==> src/rtl/cache_array_arb.sv <==
// ---------------------------------------------------------------------------
// cache_array_arb
//   Round-robin arbiter that lets NUM_REQ requesters share one single-port
//   cache data array. A requester may hold the grant across a multi-beat
//   burst by keeping req_last_i low. Array commands are registered. Read data
//   comes back to the issuing requester two cycles after its handshake.
//
// Ports
//   clk, rstn        : clock (rising edge), asynchronous active-low reset
//   req_valid_i      : per-requester request valid
//   req_ready_o      : per-requester accept (combinational, one-hot or zero)
//   req_we_i         : per-requester write (1) / read (0)
//   req_last_i       : per-requester final beat of burst (0 keeps the lock)
//   req_addr_i       : packed addresses, requester i at slice i
//   req_wdata_i      : packed write data, requester i at slice i
//   resp_valid_o     : one-hot read response valid
//   resp_rdata_o     : shared read data (zero when no response is valid)
//   arr_en_o         : array access enable
//   arr_we_o         : array write enable
//   arr_addr_o       : array index
//   arr_wdata_o      : array write data
//   arr_rdata_i      : array read data, valid one cycle after a read access
// ---------------------------------------------------------------------------
module cache_array_arb #(
    parameter int NUM_REQ    = 4,
    parameter int ADDR_WIDTH = 6,
    parameter int DATA_WIDTH = 64
) (
    input  logic                             clk,
    input  logic                             rstn,
    input  logic [NUM_REQ-1:0]               req_valid_i,
    output logic [NUM_REQ-1:0]               req_ready_o,
    input  logic [NUM_REQ-1:0]               req_we_i,
    input  logic [NUM_REQ-1:0]               req_last_i,
    input  logic [NUM_REQ*ADDR_WIDTH-1:0]    req_addr_i,
    input  logic [NUM_REQ*DATA_WIDTH-1:0]    req_wdata_i,
    output logic [NUM_REQ-1:0]               resp_valid_o,
    output logic [DATA_WIDTH-1:0]            resp_rdata_o,
    output logic                             arr_en_o,
    output logic                             arr_we_o,
    output logic [ADDR_WIDTH-1:0]            arr_addr_o,
    output logic [DATA_WIDTH-1:0]            arr_wdata_o,
    input  logic [DATA_WIDTH-1:0]            arr_rdata_i
);

    localparam int PTR_W = (NUM_REQ > 1) ? $clog2(NUM_REQ) : 1;

    typedef enum logic {
        ST_IDLE,
        ST_LOCKED
    } state_t;

    state_t                  r_state;
    logic [PTR_W-1:0]        r_ptr;
    logic [PTR_W-1:0]        r_owner;

    logic                    r_arr_en;
    logic                    r_arr_we;
    logic [ADDR_WIDTH-1:0]   r_arr_addr;
    logic [DATA_WIDTH-1:0]   r_arr_wdata;

    logic                    r_rd_pend;
    logic [PTR_W-1:0]        r_rd_owner;
    logic [NUM_REQ-1:0]      r_resp_valid;

    logic                    w_hs;
    logic [PTR_W-1:0]        w_gnt;
    logic [PTR_W-1:0]        w_ptr_next;
    logic                    w_sel_we;
    logic                    w_sel_last;
    logic [ADDR_WIDTH-1:0]   w_sel_addr;
    logic [DATA_WIDTH-1:0]   w_sel_wdata;

    // Grant selection. The idle search runs from the farthest offset down to
    // offset zero so the nearest valid requester (starting at r_ptr) wins.
    // Grants are suppressed while reset is asserted.
    always_comb begin
        w_hs  = 1'b0;
        w_gnt = r_ptr;
        if (r_state == ST_LOCKED) begin
            w_gnt = r_owner;
            w_hs  = req_valid_i[r_owner];
        end else begin
            for (int k = NUM_REQ - 1; k >= 0; k--) begin
                if (req_valid_i[PTR_W'((int'(r_ptr) + k) % NUM_REQ)]) begin
                    w_hs  = 1'b1;
                    w_gnt = PTR_W'((int'(r_ptr) + k) % NUM_REQ);
                end
            end
        end
        w_hs = w_hs & rstn;
    end

    // Pick out the granted requester's command fields.
    always_comb begin
        w_sel_we    = 1'b0;
        w_sel_last  = 1'b0;
        w_sel_addr  = '0;
        w_sel_wdata = '0;
        for (int i = 0; i < NUM_REQ; i++) begin
            if (w_gnt == PTR_W'(i)) begin
                w_sel_we    = req_we_i[i];
                w_sel_last  = req_last_i[i];
                w_sel_addr  = req_addr_i[i*ADDR_WIDTH +: ADDR_WIDTH];
                w_sel_wdata = req_wdata_i[i*DATA_WIDTH +: DATA_WIDTH];
            end
        end
    end

    assign w_ptr_next = (w_gnt == PTR_W'(NUM_REQ - 1)) ? '0 : w_gnt + 1'b1;

    always_comb begin
        req_ready_o = '0;
        if (w_hs) begin
            req_ready_o[w_gnt] = 1'b1;
        end
    end

    // Lock state and round-robin pointer. The pointer only advances when a
    // burst finishes, so a locked owner never loses its turn.
    always_ff @(posedge clk or negedge rstn) begin
        if (!rstn) begin
            r_state <= ST_IDLE;
            r_ptr   <= '0;
            r_owner <= '0;
        end else if (w_hs) begin
            if (w_sel_last) begin
                r_state <= ST_IDLE;
                r_ptr   <= w_ptr_next;
            end else begin
                r_state <= ST_LOCKED;
                r_owner <= w_gnt;
            end
        end
    end

    // Registered array command plus the two-stage read tracker: stage one
    // marks the cycle the array sees the read, stage two is when its data
    // is on arr_rdata_i.
    always_ff @(posedge clk or negedge rstn) begin
        if (!rstn) begin
            r_arr_en     <= 1'b0;
            r_arr_we     <= 1'b0;
            r_arr_addr   <= '0;
            r_arr_wdata  <= '0;
            r_rd_pend    <= 1'b0;
            r_rd_owner   <= '0;
            r_resp_valid <= '0;
        end else begin
            r_arr_en  <= w_hs;
            r_arr_we  <= w_hs & w_sel_we;
            r_rd_pend <= w_hs & ~w_sel_we;
            if (w_hs) begin
                r_arr_addr  <= w_sel_addr;
                r_arr_wdata <= w_sel_wdata;
                r_rd_owner  <= w_gnt;
            end
            r_resp_valid <= '0;
            if (r_rd_pend) begin
                r_resp_valid[r_rd_owner] <= 1'b1;
            end
        end
    end

    assign arr_en_o     = r_arr_en;
    assign arr_we_o     = r_arr_we;
    assign arr_addr_o   = r_arr_addr;
    assign arr_wdata_o  = r_arr_wdata;
    assign resp_valid_o = r_resp_valid;
    assign resp_rdata_o = (|r_resp_valid) ? arr_rdata_i : '0;

endmodule
==> config.mk <==
export PLATFORM = sky130hd
export DESIGN_NAME = cache_array_arb
export DESIGN_NICKNAME = d
export VERILOG_FILES = /design/src/rtl/cache_array_arb.sv
export SDC_FILE = /design/constraint.sdc
export NUM_CORES = 1
export LEC_CHECK = 0
export ABC_AREA = 1
export ABC_CLOCK_PERIOD_IN_PS = 3150
export BUFFER_PORTS_ARGS = -buffer_cell sky130_fd_sc_hd__buf_4
export CAP_MARGIN = 20
export CELL_PAD_IN_SITES_DETAIL_PLACEMENT = 0
export CELL_PAD_IN_SITES_GLOBAL_PLACEMENT = 1
export CORE_AREA = 2 2 197 199
export CTS_CLUSTER_SIZE = 20
export DETAILED_ROUTE_END_ITERATION = 8
export DIE_AREA = 0 0 199 201
export PLACE_DENSITY = 0.69
export REMOVE_ABC_BUFFERS = 1
export SETUP_SLACK_MARGIN = 0.15
export SYNTH_ARGS = -nofsm -noshare
export SYNTH_HDL_FRONTEND = slang
export SYNTH_SLANG_ARGS = --single-unit
==> constraint.sdc <==
create_clock -name clk -period 3.15 [get_ports clk]
set_input_delay 0.63 -clock clk [delete_from_list [all_inputs] [get_ports clk]]
set_output_delay 0.63 -clock clk [all_outputs]
set_load 0.01 [all_outputs]
### Yosys cells after proc, flatten, opt, wreduce, memory -nomap -nowiden

Cells that the tools add are included.

* output and inout bits: 144
* bits in registers: 84

* order comparisons: 9
* add/subtract/negate cells: 4
* equal/unequal tests: 3
* reduce and logical (&&, ||, !) cells: 6
* bitwise operators: 5
* muxes and demuxes: 49

Operators with widths (count)
* two-way mux 64 bit: 5
* two-way mux 1 bit: 25
* two-way mux 6 bit: 4
* less-than comparator 2 x 4 -> 1 bit, second input constant: 4
* two-way mux 2 bit: 6
* binary-select mux 1 bit (select 2 bit): 5
* less-than comparator 2 x 3 -> 1 bit, second input constant: 3
* two-way mux 4 bit: 2
* adder 2 x 1 -> 2 bit, second input constant: 2
* adder 2 bit, second input constant: 2
* demux 1 bit (select 2 bit): 2
* == test 2 bit, second input constant: 2
* >= comparator 2 x 1 -> 1 bit, second input constant: 2
* AND reduction 2 bit: 2
* OR reduction 4 bit: 1
* AND 1 bit: 3
* == test 2 x 1 -> 1 bit, second input constant: 1
* logical AND 1 bit: 2
* logical NOT 2 bit: 1
* NOT 1 bit: 2

### Longest topological paths before layout

* depth in word-level cells: 16
* gate-level depth with buffers: 24

### Least setup slack after synthesis

Ideal clock, no wire load.

* path kind: input port to output port
* start: input port req_valid_i[1]
* end: output port req_ready_o[3]
* stages on the path: 14
* arrival: 2395 ps
* path slack: 125 ps
* path through: inv_1 o21ai_1 nand2_1 nand3_1 nand3_1 nand2_1 nand3_1 nand2_1 inv_1 ha_1 inv_2 clkbuf_1 buf_2 nor2_1

* longest elaborated chain between the ends: 13
* elaborated cells between the ends (all ways): 31

Ends and longest elaborated chain
* from (decl): line 31 `input logic [NUM_REQ-1:0] req_valid_i,`
* binary-select mux 1 bit (select 2 bit): line 85 `if (req_valid_i[PTR_W'((int'(r_ptr) + k) % NUM_REQ)]) begin`
* two-way mux 1 bit (implied by the code) (2 in a row): line 85
* two-way mux 2 bit (3 in a row): line 85
* two-way mux 2 bit *: line 85
* two-way mux 2 bit *: line 80 `if (r_state == ST_LOCKED) begin`
* named net w_gnt[0]: line 67 `logic [PTR_W-1:0] w_gnt;`
* less-than comparator 2 x 3 -> 1 bit (implied by the code) / >= comparator 2 x 1 -> 1 bit (equally long branches): line 115 `req_ready_o[w_gnt] = 1'b1;`
* logical AND 1 bit (implied by the code): line 115
* two-way mux 1 bit (implied by the code): line 115
* demux 1 bit (select 2 bit) *: line 115
* two-way mux 4 bit *: line 114 `if (w_hs) begin`
* to (decl): line 32 `output logic [NUM_REQ-1:0] req_ready_o,`

The timed path passes the listed nets; every way through them passes the cells marked *. The select of a mux whose other input is x is not followed.

### Worst setup path after layout

* start: register r_ptr[0]
* end: output port req_ready_o[2]

* longest elaborated chain between the ends: 14
* elaborated cells between the ends (all ways): 32

Ends and longest elaborated chain
* from (decl): line 54 `logic [PTR_W-1:0] r_ptr;`
* from (signal assigned): line 129 `r_ptr <= w_ptr_next;`
* adder 2 bit: line 85, 87
* binary-select mux 1 bit (select 2 bit): line 85
* two-way mux 1 bit (implied by the code) (2 in a row): line 85
* two-way mux 2 bit (4 in a row): line 85
* two-way mux 2 bit: line 80
* less-than comparator 2 x 3 -> 1 bit (implied by the code) / >= comparator 2 x 1 -> 1 bit (equally long branches): line 115
* logical AND 1 bit (implied by the code): line 115
* two-way mux 1 bit (implied by the code): line 115
* demux 1 bit (select 2 bit): line 115
* two-way mux 4 bit *: line 114

Mark *: on every way between the ends. The rest lies on a longest branch, timed or not. The select of a mux whose other input is x is not followed.

==> impl_metrics.yaml <==
pwr:
  cellLeakagePower_nw: 6.40
  powerDensity_nw_per_um2: 1090
  power_switching_mw: 6.27
  seqPwrFrac_pct: 15.4
  power_frac_clock_pct: 9.7
  peakVddDrop_uv: 529
  total_power_mw: 12.4
  p_int_mw: 6.15
  combPwrFrac_pct: 74.9
  netSwitchingFraction_pct: 50.5
worst_setup_path:
  critPathArrivalTime_ps: 2340
  r2r_slack_ps: 350
  cp_num_buf_inv: 5
  worstPathCellList: "buf_12 -> o21ai_4 -> nand2_2 -> nand3_4 -> nand3_2 -> nand2_1 -> nand3_2 -> nand2_2 -> buf_6 -> ha_4 -> inv_6 -> buf_12 -> nor2_4 -> buf_6"
  worstRegToRegCells: 18
  crit_family: "simple AND/OR/NAND/NOR gates"
  startpoint_type: "flip-flop"
  worstSetupPathType: "reg -> out"
  crit_required_ps: 2520
  critPathMaxFanout: 7
  crit_path_end_kind: "output pin"
  r2r-end: "arr_wdata_o[57]"
  cp_slowest_cell: "dfrtp_2"
  rr_startpoint: "r_ptr[0]"
  cp_slowest_stage_delay_ps: 420
  startpoint: "r_ptr[0]"
global_routing:
  globalRouteTotalUtil_pct: 15.1
  grt_pass1_vias: 8321
  grt_pass1_wl_mm: 46.4
  grt_max_degree: 65
  antenna_found_initial: 2
  overflow: 0
floorplan:
  start_util_pct: 16.9
  die_h_um: 201
  num_io_pins: 502
  coreArea_um2: 38100
  die_area_um2: 40000
  die_w_um: 199
  fp-row-count: 72
timing:
  worst_slack_ps: 181
  relSlewSlack_pct: 48.9
  rsz0062_at_grt: "yes"
  tns_ps: 0
  worstMarginPinSlew_ps: 767
  slew_violations: 0
  maxClockFrequency_mhz: 337
  skew_ps: 7.91
  fin_crit_sh_pct: 94.3
  min_period_ps: 2970
  setup_viol: 0
  hold_viol_final: 0
route:
  ant_nets: 0
  drt-total-wl_mm: 31.2
  dr.pass1.iters: 5
  vias: 8170
  route.detailed.drc: 0
  first_iter_violations: 241
  avgRoutedWirePerCell_um: 15.8
  vias_per_cell: 4.13
yosys:
  synth-warning-count: 0
  yosysTopAreaCell: "dfrtp_1"
  synth_top_area_share_pct: 32.7
  synth_top_family_by_area: "simple AND/OR/NAND/NOR gates"
  synth_mux_area_share_pct: 0
  ys_types: 26
  synthCells: 966
  synth-xor-area-share_pct: 0.136
  synth-seq-cells: 84
  synth.area.top_cells: "dfrtp_1 (33%), nand2_1 (23%), o211ai_2 (12%)"
  synth_area_per_cell_um2: 6.66
  yosys.area_share.simple_pct: 29.2
  syn_area_um2: 6430
  ys_seq_area_share_pct: 32.7
  synth_compound_area_share_pct: 25.4
  synthAdderAreaFrac_pct: 0.778
placement:
  dp_hpwl_mm: 24.7
  port_buffers: 501
  gp_congestion: 0.808
  dp.cells: 1948
  dp_worst_setup_slack_ps: 105
flow_run:
  cap_viol_max_count: 0
clock_tree:
  cts_hold_buf: 0
  cts.path.max_buffers: 2
  numCtsBuffers: 9
  root_buffer: "clkbuf_16"
  clock_latency_ps: 350
  cts.clk_slew.worst_paths_ps: 70
  cts.htree.levels: 3
  clock-sinks: 84
  cts_tree: "yes"
cells_and_area:
  syn_to_final_growth_pct: 77.8
  final_nets: 1815
  drive_gt1_share_pct: 45.3
  instances_no_fill: 1978
min_path:
  min_path_type: "in -> async"
outcome:
  status: "completed"
## cell usage after synthesis (all sizes together)
library cell / number
a21oi: 76
a22o: 1
a22oi: 1
buf: 27
clkbuf: 43
dfrtp: 84
ha: 4
inv: 88
nand2: 393
nand3: 13
nand4: 3
nor2: 74
nor3: 5
nor4: 1
o211ai: 70
o21a: 1
o21ai: 81
xnor2: 1
## final cells by class
cell class	count	area (um2)
Antenna cell	2	5.00
Clock buffer	11	243
Clock inverter	5	85.1
Fill cell	4216	26700
Inverter	88	350
Multi-Input combinational cell	724	3760
Sequential cell	84	2100
Tap cell	518	648
Timing Repair Buffer	546	4250
## metal layers
layer / global-route usage, % / part of all wire (%) / vias to the layer above
met2: 27.9 / 51 / 343
met4: 3.57 / 1.5 / 0
met5: 0 / 0 / -
met1: 16.8 / 39 / 3742
met3: 4.30 / 8.5 / 17
li1: - / - / 4068
## flip-flops by register name, summed over array words and instances, names as in the netlist
signal	flops
resp_valid_o	4
arr_we_o	1
arr_en_o	1
arr_addr_o	6
arr_wdata_o	64
r_rd_owner	2
r_owner	2
r_rd_pend	1
r_ptr	2
r_state	1
## cells by family after synthesis
logic type,Yosys count
compound gates,230
xor+xnor,1
fa+ha+maj,4
buf+inv,158
flops,84
simple gates,489
## through the flow
step | area (um2) | utilization [%] | hold WS (ps)
finish | 11400 | 30.0 | 405
global route | 11400 | 30.0 | 402
CTS | 11300 | 29.6 | 388
detailed placement | 10800 | 28.4 | 466
global placement | 10800 | 28.4 | 451
floorplan | 6010 | - | 334
## power by group through the flow
stage / Combinational (mW) / Sequential, mW / Clock (mW)
floorplan: 4.93 / 2.08 / 0
global placement: 8.86 / 1.94 / 0
detailed placement: 8.93 / 1.94 / 0
CTS: 9.22 / 1.92 / 1.25
global route: 10.4 / 1.99 / 1.30
finish: 9.30 / 1.92 / 1.20
## timing repair
item | in CTS | in global routing
endpoints found under the setup margin | 5 | 20
gates resized for setup | 21 | 29
pin swaps | 4 | 15
gates cloned | 1 | 0
setup buffers | 4 | 7
## cells in the final DEF, fill, tap and decap left out, types with 4 or more instances in the layout
| cell | count |
|---|---|
| a21oi_1 | 75 |
| buf_6 | 4 |
| nor2_1 | 70 |
| nand2_1 | 382 |
| o21ai_0 | 76 |
| buf_4 | 531 |
| o211ai_2 | 60 |
| clkbuf_16 | 9 |
| buf_12 | 9 |
| nand3_1 | 8 |
| inv_1 | 80 |
| nand2_2 | 10 |
| nor3_1 | 5 |
| o211ai_1 | 10 |
| dfrtp_1 | 82 |
## worst max-delay path by stage
stage                           end  slack [ps]  cells past startpoint
detailed placement  arr_wdata_o[57]         100                     18
finish               req_ready_o[2]         180                     14
global route         req_ready_o[2]          50                     14
global placement     req_ready_o[3]         180                     14
floorplan            req_ready_o[2]       -1280                     11
CTS                  req_ready_o[3]         150                     14
Note: power is estimated with default switching activity, not from simulation.
